### src/rtl/alu_mem_master.sv
// alu_mem_master: bus master that sequences one ALU register-slave operation
// per accepted command. It writes A, B and OP, sets EX, waits a fixed number
// of cycles, captures the ALU result, clears EX and presents a response.
// All outputs are registered and decoded from the next state, so each output
// changes on the same edge as the state it belongs to.

module alu_mem_master #(
   parameter int DATA_WIDTH = 8,
   parameter int ADDR_WIDTH = 8,
   parameter int RES_WIDTH  = 16,
   parameter int EXEC_LAT   = 2
) (
   input  logic                  clk,
   input  logic                  reset,
   input  logic                  cmd_valid,
   output logic                  cmd_ready,
   input  logic [DATA_WIDTH-1:0] cmd_a,
   input  logic [DATA_WIDTH-1:0] cmd_b,
   input  logic [2:0]            cmd_op,
   output logic                  rsp_valid,
   input  logic                  rsp_ready,
   output logic [RES_WIDTH-1:0]  rsp_result,
   output logic                  rsp_err,
   output logic [ADDR_WIDTH-1:0] bus_addr,
   output logic [DATA_WIDTH-1:0] bus_wr_data,
   output logic                  bus_rd_wr,
   output logic                  bus_enable,
   input  logic [RES_WIDTH-1:0]  alu_res,
   output logic [15:0]           cmd_count
);

   localparam logic [3:0] S_INIT    = 4'd0;
   localparam logic [3:0] S_IDLE    = 4'd1;
   localparam logic [3:0] S_WR_A    = 4'd2;
   localparam logic [3:0] S_WR_B    = 4'd3;
   localparam logic [3:0] S_WR_OP   = 4'd4;
   localparam logic [3:0] S_WR_EX   = 4'd5;
   localparam logic [3:0] S_WAIT    = 4'd6;
   localparam logic [3:0] S_CAPTURE = 4'd7;
   localparam logic [3:0] S_CLR_EX  = 4'd8;
   localparam logic [3:0] S_RESP    = 4'd9;

   localparam logic [3:0] LAT_VAL = 4'(EXEC_LAT);

   localparam logic [ADDR_WIDTH-1:0] ADDR_A  = ADDR_WIDTH'(2'd0);
   localparam logic [ADDR_WIDTH-1:0] ADDR_B  = ADDR_WIDTH'(2'd1);
   localparam logic [ADDR_WIDTH-1:0] ADDR_OP = ADDR_WIDTH'(2'd2);
   localparam logic [ADDR_WIDTH-1:0] ADDR_EX = ADDR_WIDTH'(2'd3);

   // Error rule: unknown opcode, or divide with a zero divisor.
   function automatic logic calc_err(input logic [2:0] op, input logic [DATA_WIDTH-1:0] b);
      return (op > 3'd4) || ((op == 3'd4) && (b == {DATA_WIDTH{1'b0}}));
   endfunction

   logic [3:0]            state_r;
   logic [3:0]            state_nxt_s;
   logic                  init_pend_r;
   logic [3:0]            cnt_r;
   logic [3:0]            cnt_nxt_s;
   logic [DATA_WIDTH-1:0] a_r;
   logic [DATA_WIDTH-1:0] b_r;
   logic [2:0]            op_r;
   logic [15:0]           count_r;
   logic [RES_WIDTH-1:0]  rsp_result_r;
   logic                  rsp_err_r;
   logic                  cmd_ready_r;
   logic                  rsp_valid_r;
   logic [ADDR_WIDTH-1:0] bus_addr_r;
   logic [DATA_WIDTH-1:0] bus_wr_data_r;
   logic                  bus_rd_wr_r;
   logic                  bus_enable_r;

   logic                  accept_s;
   logic                  handshake_s;
   logic                  ready_nxt_s;
   logic                  valid_nxt_s;
   logic                  en_nxt_s;
   logic [ADDR_WIDTH-1:0] addr_nxt_s;
   logic [DATA_WIDTH-1:0] data_nxt_s;

   assign accept_s    = (state_r == S_IDLE) && cmd_valid;
   assign handshake_s = (state_r == S_RESP) && rsp_ready;

   // Next-state and wait-counter logic.
   always_comb begin
      state_nxt_s = state_r;
      cnt_nxt_s   = cnt_r;
      case (state_r)
         S_INIT: begin
            // The INIT write is shown for one cycle after reset release.
            if (init_pend_r) begin
               state_nxt_s = S_INIT;
            end else begin
               state_nxt_s = S_IDLE;
            end
         end
         S_IDLE: begin
            if (cmd_valid) begin
               state_nxt_s = S_WR_A;
            end else begin
               state_nxt_s = S_IDLE;
            end
         end
         S_WR_A:  state_nxt_s = S_WR_B;
         S_WR_B:  state_nxt_s = S_WR_OP;
         S_WR_OP: state_nxt_s = S_WR_EX;
         S_WR_EX: begin
            state_nxt_s = S_WAIT;
            cnt_nxt_s   = LAT_VAL;
         end
         S_WAIT: begin
            // Leave on the last wait cycle; <= also guards a zero count.
            if (cnt_r <= 4'd1) begin
               state_nxt_s = S_CAPTURE;
            end else begin
               cnt_nxt_s = cnt_r - 4'd1;
            end
         end
         S_CAPTURE: state_nxt_s = S_CLR_EX;
         S_CLR_EX:  state_nxt_s = S_RESP;
         S_RESP: begin
            if (rsp_ready) begin
               state_nxt_s = S_IDLE;
            end else begin
               state_nxt_s = S_RESP;
            end
         end
         default: state_nxt_s = S_INIT;
      endcase
   end

   // Output values belonging to the state that will be entered next.
   always_comb begin
      en_nxt_s    = 1'b0;
      addr_nxt_s  = {ADDR_WIDTH{1'b0}};
      data_nxt_s  = {DATA_WIDTH{1'b0}};
      ready_nxt_s = (state_nxt_s == S_IDLE);
      valid_nxt_s = (state_nxt_s == S_RESP);
      case (state_nxt_s)
         S_INIT, S_CLR_EX: begin
            en_nxt_s   = 1'b1;
            addr_nxt_s = ADDR_EX;
         end
         S_WR_A: begin
            // Only reachable on acceptance, so the live operand is the latched one.
            en_nxt_s   = 1'b1;
            addr_nxt_s = ADDR_A;
            data_nxt_s = cmd_a;
         end
         S_WR_B: begin
            en_nxt_s   = 1'b1;
            addr_nxt_s = ADDR_B;
            data_nxt_s = b_r;
         end
         S_WR_OP: begin
            en_nxt_s   = 1'b1;
            addr_nxt_s = ADDR_OP;
            data_nxt_s = DATA_WIDTH'(op_r);
         end
         S_WR_EX: begin
            en_nxt_s   = 1'b1;
            addr_nxt_s = ADDR_EX;
            data_nxt_s = DATA_WIDTH'(1'b1);
         end
         default: begin
            en_nxt_s   = 1'b0;
         end
      endcase
   end

   // State, operand latches, wait counter, result capture and completion count.
   always_ff @(posedge clk or negedge reset) begin
      if (!reset) begin
         state_r      <= S_INIT;
         init_pend_r  <= 1'b1;
         cnt_r        <= 4'd0;
         a_r          <= {DATA_WIDTH{1'b0}};
         b_r          <= {DATA_WIDTH{1'b0}};
         op_r         <= 3'd0;
         count_r      <= 16'd0;
         rsp_result_r <= {RES_WIDTH{1'b0}};
         rsp_err_r    <= 1'b0;
      end else begin
         state_r     <= state_nxt_s;
         init_pend_r <= 1'b0;
         cnt_r       <= cnt_nxt_s;
         if (accept_s) begin
            a_r  <= cmd_a;
            b_r  <= cmd_b;
            op_r <= cmd_op;
         end
         if (state_r == S_CAPTURE) begin
            rsp_result_r <= alu_res;
            rsp_err_r    <= calc_err(op_r, b_r);
         end
         if (handshake_s) begin
            count_r <= count_r + 16'd1;
         end
      end
   end

   // Registered handshake and bus outputs.
   always_ff @(posedge clk or negedge reset) begin
      if (!reset) begin
         cmd_ready_r   <= 1'b0;
         rsp_valid_r   <= 1'b0;
         bus_addr_r    <= {ADDR_WIDTH{1'b0}};
         bus_wr_data_r <= {DATA_WIDTH{1'b0}};
         bus_rd_wr_r   <= 1'b0;
         bus_enable_r  <= 1'b0;
      end else begin
         cmd_ready_r   <= ready_nxt_s;
         rsp_valid_r   <= valid_nxt_s;
         bus_addr_r    <= addr_nxt_s;
         bus_wr_data_r <= data_nxt_s;
         bus_rd_wr_r   <= 1'b0;
         bus_enable_r  <= en_nxt_s;
      end
   end

   assign cmd_ready   = cmd_ready_r;
   assign rsp_valid   = rsp_valid_r;
   assign rsp_result  = rsp_result_r;
   assign rsp_err     = rsp_err_r;
   assign bus_addr    = bus_addr_r;
   assign bus_wr_data = bus_wr_data_r;
   assign bus_rd_wr   = bus_rd_wr_r;
   assign bus_enable  = bus_enable_r;
   assign cmd_count   = count_r;

endmodule
### config.mk
export PLATFORM = sky130hd
export DESIGN_NAME = alu_mem_master
export DESIGN_NICKNAME = d
export VERILOG_FILES = /design/src/rtl/alu_mem_master.sv
export SDC_FILE = /design/constraint.sdc
export NUM_CORES = 1
export LEC_CHECK = 0
export ABC_AREA = 1
export BUFFER_PORTS_ARGS = -buffer_cell sky130_fd_sc_hd__buf_4
export CAP_MARGIN = 20
export CORE_ASPECT_RATIO = 1.25
export CORE_MARGIN = 4
export CORE_UTILIZATION = 45
export DETAILED_ROUTE_END_ITERATION = 10
export GPL_ROUTABILITY_DRIVEN = 0
export PLACE_DENSITY = 0.75
export REMOVE_ABC_BUFFERS = 1
export SLEW_MARGIN = 0
export SYNTH_ARGS = -nofsm -noshare
export SYNTH_HDL_FRONTEND = slang
export SYNTH_SLANG_ARGS = --single-unit
### constraint.sdc
create_clock -name clk -period 1.4 [get_ports clk]
set_input_delay 0.07 -clock clk [delete_from_list [all_inputs] [get_ports clk]]
set_output_delay 0.07 -clock clk [all_outputs]
set_load 0.005 [all_outputs]
Yosys cells after proc, flatten, opt, wreduce, memory -nomap -nowiden
Index checks and enable logic that the tools add are counted.
Cells by class
  add/subtract/negate cells: 2
  magnitude comparators: 2
  equality and inequality tests: 18
  mux-type cells: 10
  reduce and logical (&&, ||, !) cells: 11
Operators by type and width (count)
  one-hot mux 4 bit (10 select lines): 1
  one-hot mux 8 bit (4 select lines): 1
  equality test 4 x 3 -> 1 bit (second input constant): 6
  adder 16 x 1 -> 16 bit (second input constant): 1
  equality test 4 x 2 -> 1 bit (second input constant): 4
  equality test 4 bit (second input constant): 4
  2-to-1 mux 4 bit: 3
  equality test 4 x 1 -> 1 bit (second input constant): 2
  logical NOT 4 bit: 2
  logical NOT 8 bit: 1
  one-hot mux 4 bit (2 select lines): 1
  one-hot mux 2 bit (3 select lines): 1
  OR reduction 6 bit: 1
  <= comparator 4 x 1 -> 1 bit (second input constant): 1
  subtractor 4 x 1 -> 4 bit (second input constant): 1
  equality test 3 bit (second input constant): 1
  > comparator 3 bit (second input constant): 1
  logical AND 1 bit: 3
  OR reduction 3 bit: 1
  2-to-1 mux 1 bit: 2
  2-to-1 mux 2 bit: 1
  inequality test 2 bit (second input constant): 1
  AND reduction 2 bit: 1
  nonzero test 2 bit: 1
  logical OR 1 bit: 1
Storage, ports and cells
  register bits after elaboration: 72
  input port bits: 39
  word-level logic and storage cells: 56

Logic depth before layout (Yosys ltp)
  depth after elaboration: 6
  depth in mapped cells: 10

Worst setup path after synthesis
OpenSTA, ideal clock, no wires.
  kind: register to register
  start: register cnt_r[0]
  end: register cnt_r[3]
  arrival: 1192 ps
  required time: 1274 ps
  setup slack: 83 ps
  cell stages (with the launch flop): 7
  path buffers: 0
  clock period less this slack: 1317 ps
  path through: dfrtp_1 -> inv_1 -> ha_1 -> o21ai_0 -> nand2_2 -> nor3_1 -> nor3b_2
Between the ends
  word-level cells in the longest chain between the ends: 3
  elaborated cells on any way between the ends: 6
Ends and longest elaborated chain
  start: declaration: line 58  | logic [3:0] cnt_r;
  start signal: assignment: line 186  | cnt_r <= cnt_nxt_s;
  subtractor 4 x 1 -> 4 bit / <= comparator 4 x 1 -> 1 bit (equally long branches): line 116, 113
  2-to-1 mux 4 bit / inequality test 2 bit (equally long branches)
  one-hot mux 4 bit (2 select lines) / AND reduction 2 bit (equally long branches)
Parallel ways exist; a longest one is shown, timed or not. The select of a mux whose other input is x is not followed.
A chain may end at the register's enable or synchronous reset.

Final worst setup path
  start: register cnt_r[0]
  end: register cnt_r[2]
Same word-level chain as after synthesis.

==> results.py <==
metrics = {
    "final_layout": {
        "syn_to_final_growth_pct": 45.7,
        "nets": 549,
        "instances_no_fill": 598,
        "drive_gt1_share_pct": 30.9,
        "n_antenna_cell": 0,
    },
    "global_routing": {
        "gr-max-usage-layer": "met2",
        "grt_pass1_vias": 2791,
        "grt_use_total_pct": 18.5,
        "grt-ovfl-total": 0,
        "grt_pass1_wl_um": 11900,
        "met1_usage_pct": 22.1,
        "use_met2_pct": 31.3,
        "grt_use_met3_pct": 4.80,
        "grt_antenna_before_repair": 0,
        "grt_max_degree": 35,
    },
    "synth": {
        "synthTopCellsByArea": "dfrtp_1 (52%), nand2_1 (16%), inv_1 (4.1%)",
        "synth_seq_cells": 66,
        "ys_types": 32,
        "synth-seq-area-share_pct": 52.9,
        "yosysTopAreaCell": "dfrtp_1",
        "synth_cells": 365,
        "yosys_warnings": 0,
        "synth_top_area_share_pct": 52.0,
        "syn_avg_cell_area_um2": 8.56,
        "syn_area_um2": 3130,
    },
    "power_and_ir_drop": {
        "powerDensity_nw_per_um2": 1760,
        "power_mw": 8.03,
        "irDropWorstVdd_mv": 0.896,
        "p_leak_nw": 2.38,
    },
    "clock_tree": {
        "cts_tree": "done",
        "root_buffer": "clkbuf_8",
        "cts_buffers": 9,
        "clock_sinks": 66,
        "path_clk_slew_ns": 0.08,
        "insertion_delay_ns": 0.34,
        "cts_buffer_depth": 2,
        "htree_levels": 3,
    },
    "sta": {
        "report.final.slew_viol_count": 0,
        "max_freq_mhz": 735,
        "rsz0062_at_grt": "true",
        "period_share_pct": 97.1,
        "fin_tns_setup_ns": 0,
        "skew_ns": 0.0146,
        "min_period_ns": 1.36,
        "hold_violations": 0,
        "setup_violations": 0,
        "holdWs_ns": 0.0322,
    },
    "route": {
        "wl_um": 7380,
        "via_count": 2826,
        "drt_iter0_drc": 115,
        "drc_errors": 0,
        "wl_per_cell_um": 12.3,
        "first_pass_iters": 5,
        "ant_nets": 0,
        "routed_via_density": 4.73,
    },
    "die": {
        "fp.coreArea_um2": 6650,
        "initial_core_util_pct": 47.0,
        "die-width_um": 82.5,
        "dieArea_um2": 8350,
        "ioPinCount": 92,
        "rows": 33,
        "die_height_um": 101,
    },
    "setup_path": {
        "critPathLaunchType": "flop",
        "cp.required_ns": 1.68,
        "crit_path_end_kind": "flop",
        "critPathTopFamily": "flip-flops",
        "crit_fanout": 4,
        "path_class": "flop to flop",
        "r2r-start": "cnt_r[0]",
        "r2r-end": "cnt_r[2]",
        "rrSetupSlack_ns": 0.04,
        "arrival_ns": 1.64,
        "reg2reg_depth": 9,
        "cp_common_cell": "nand2_1",
        "cp_slowest_cell": "dfrtp_1",
        "path_cells": "inv_2 > ha_4 > o21ai_2 > nand2_2 > inv_2 > nand2_1 > nand2_1 > nand2_1 > nor2_2",
        "cpPeakStageDelay_ns": 0.40,
        "crit_buf_inv": 2,
    },
    "hold_path": {
        "holdPathEnd": "rsp_valid",
        "hold_start": "rsp_ready",
        "min_path_type": "input pin to flop",
        "hold_depth": 4,
    },
    "placed_design": {
        "place_inst": 544,
        "hpwl_um": 5030,
        "portBuffers": 84,
    },
    "run": {
        "drv_cap": 0,
    },
    "outcome": {
        "outcome": "finished, final reports clean",
    },
}
==> synth_stat cells <==
cell / number
nand2_1: 135
dfrtp_1: 65
inv_1: 34
nor2_1: 21
nand3_1: 19
o21ai_1: 11
o21ai_0: 10
xor2_1: 9
buf_4: 7
inv_2: 5
nand4_1: 5
nor2_2: 5
buf_6: 4
nand2_2: 4
nor2_4: 4
xnor2_1: 4
ha_1: 3
buf_2: 2
inv_4: 2
nand3_2: 2
nor3_1: 2
o211ai_1: 2
a22oi_1: 1
conb_1: 1
dfstp_2: 1
nand2_4: 1
nand3_4: 1
nand4_2: 1
nor3_2: 1
nor3b_1: 1
nor3b_2: 1
o2111ai_1: 1
==> report_power, final <==
part,internal [mW],switching [mW]
combinational,1.61,1.80
sequential,2.66,0.449
clock,0.802,0.711
==> worst reg2reg max path: cells and delay by family (launching register included) <==
kind	cells	cell delay, ns
flops	1	0.40
simple gates	5	0.39
buf+inv	2	0.19
fa+ha+maj	1	0.18
compound gates	1	0.16
==> worst max path at each step <==
stage                     startpoint      endpoint  cells past startpoint
after detailed placement    cnt_r[0]      cnt_r[2]                      9
final                       cnt_r[0]      cnt_r[2]                      9
after CTS                   cnt_r[0]      cnt_r[2]                      9
after global routing        cnt_r[1]      cnt_r[2]                      9
after global placement      cnt_r[0]      cnt_r[0]                      8
after floorplan           state_r[1]  cmd_count[8]                      7
==> through the flow <==
| step | utilization [%] | setup slack (ns) | area (µm²) |
|---|---|---|---|
| floorplan | - | 0.0742 | 3040 |
| global placement | 58.9 | 0.0232 | 3910 |
| detailed placement | 58.9 | -0.0747 | 3910 |
| CTS | 67.0 | 0.000720 | 4460 |
| global route | 68.5 | -0.0538 | 4550 |
| finish | 68.5 | 0.0400 | 4550 |
==> registers in the layout, indices dropped and copies added, names as in the netlist <==
name and count:
rsp_valid 1, op_r 3, cnt_r 4, cmd_ready 1, bus_addr 2, init_pend_r 1
rsp_err 1, bus_enable 1, bus_wr_data 8, cmd_count 16, b_r 8, state_r 4
rsp_result 16
==> layout make-up <==
cell class	instances	area (µm²)
Fill cell	516	2090
Tap cell	87	109
Sequential cell	66	1660
Inverter	41	164
Clock inverter	6	58.8
Timing Repair Buffer	137	1150
Clock buffer	9	124
Multi-Input combinational cell	252	1290
==> cell usage in the layout (no fill, tap or decap), types with 5 or more instances in the layout <==
master,Yosys,final
xor2_1,9,9
nor2_4,4,7
o21ai_0,10,9
nor2_2,5,6
inv_2,5,5
o21ai_1,11,11
nand2_1,135,134
nor2_1,21,17
nand4_1,5,5
inv_1,34,32
clkbuf_8,0,9
dlygate4sd3_1,0,36
dfrtp_1,65,62
conb_1,1,8
buf_4,7,98
nand3_1,19,19
==> routing by layer <==
layer	vias up	routed length, µm	part of all wire [%]
met3	13	437	5.9
met1	1323	2940	40
li1	1408	-	-
met2	82	3850	52
met4	0	150	2.0
met5	-	0	0
==> cell families (layout without fill, tap and decap cells) <==
| family | Yosys count | after routing | synth area share (%) |
|---|---|---|---|
| xor gates and xnor gates | 13 | 13 | 3.64 |
| buffers and inverters | 54 | 193 | 8.53 |
| adders and majority gates | 3 | 3 | 1.20 |
| and+or+nand+nor | 203 | 203 | 29.3 |
| other | 1 | 8 | 0.120 |
| AOI/OAI and AO/OA | 25 | 25 | 4.36 |
| DFF | 66 | 66 | 52.9 |
==> what timing repair did <==
action,4_1_cts,5_1_grt
hold buffers,36,0
resized for setup,1,24
setup endpoints to repair,8,28
endpoints found under the hold margin,65,0
buffers inserted,0,3
pin swaps,0,7
No activity file was read; power rests on OpenSTA's default activity.
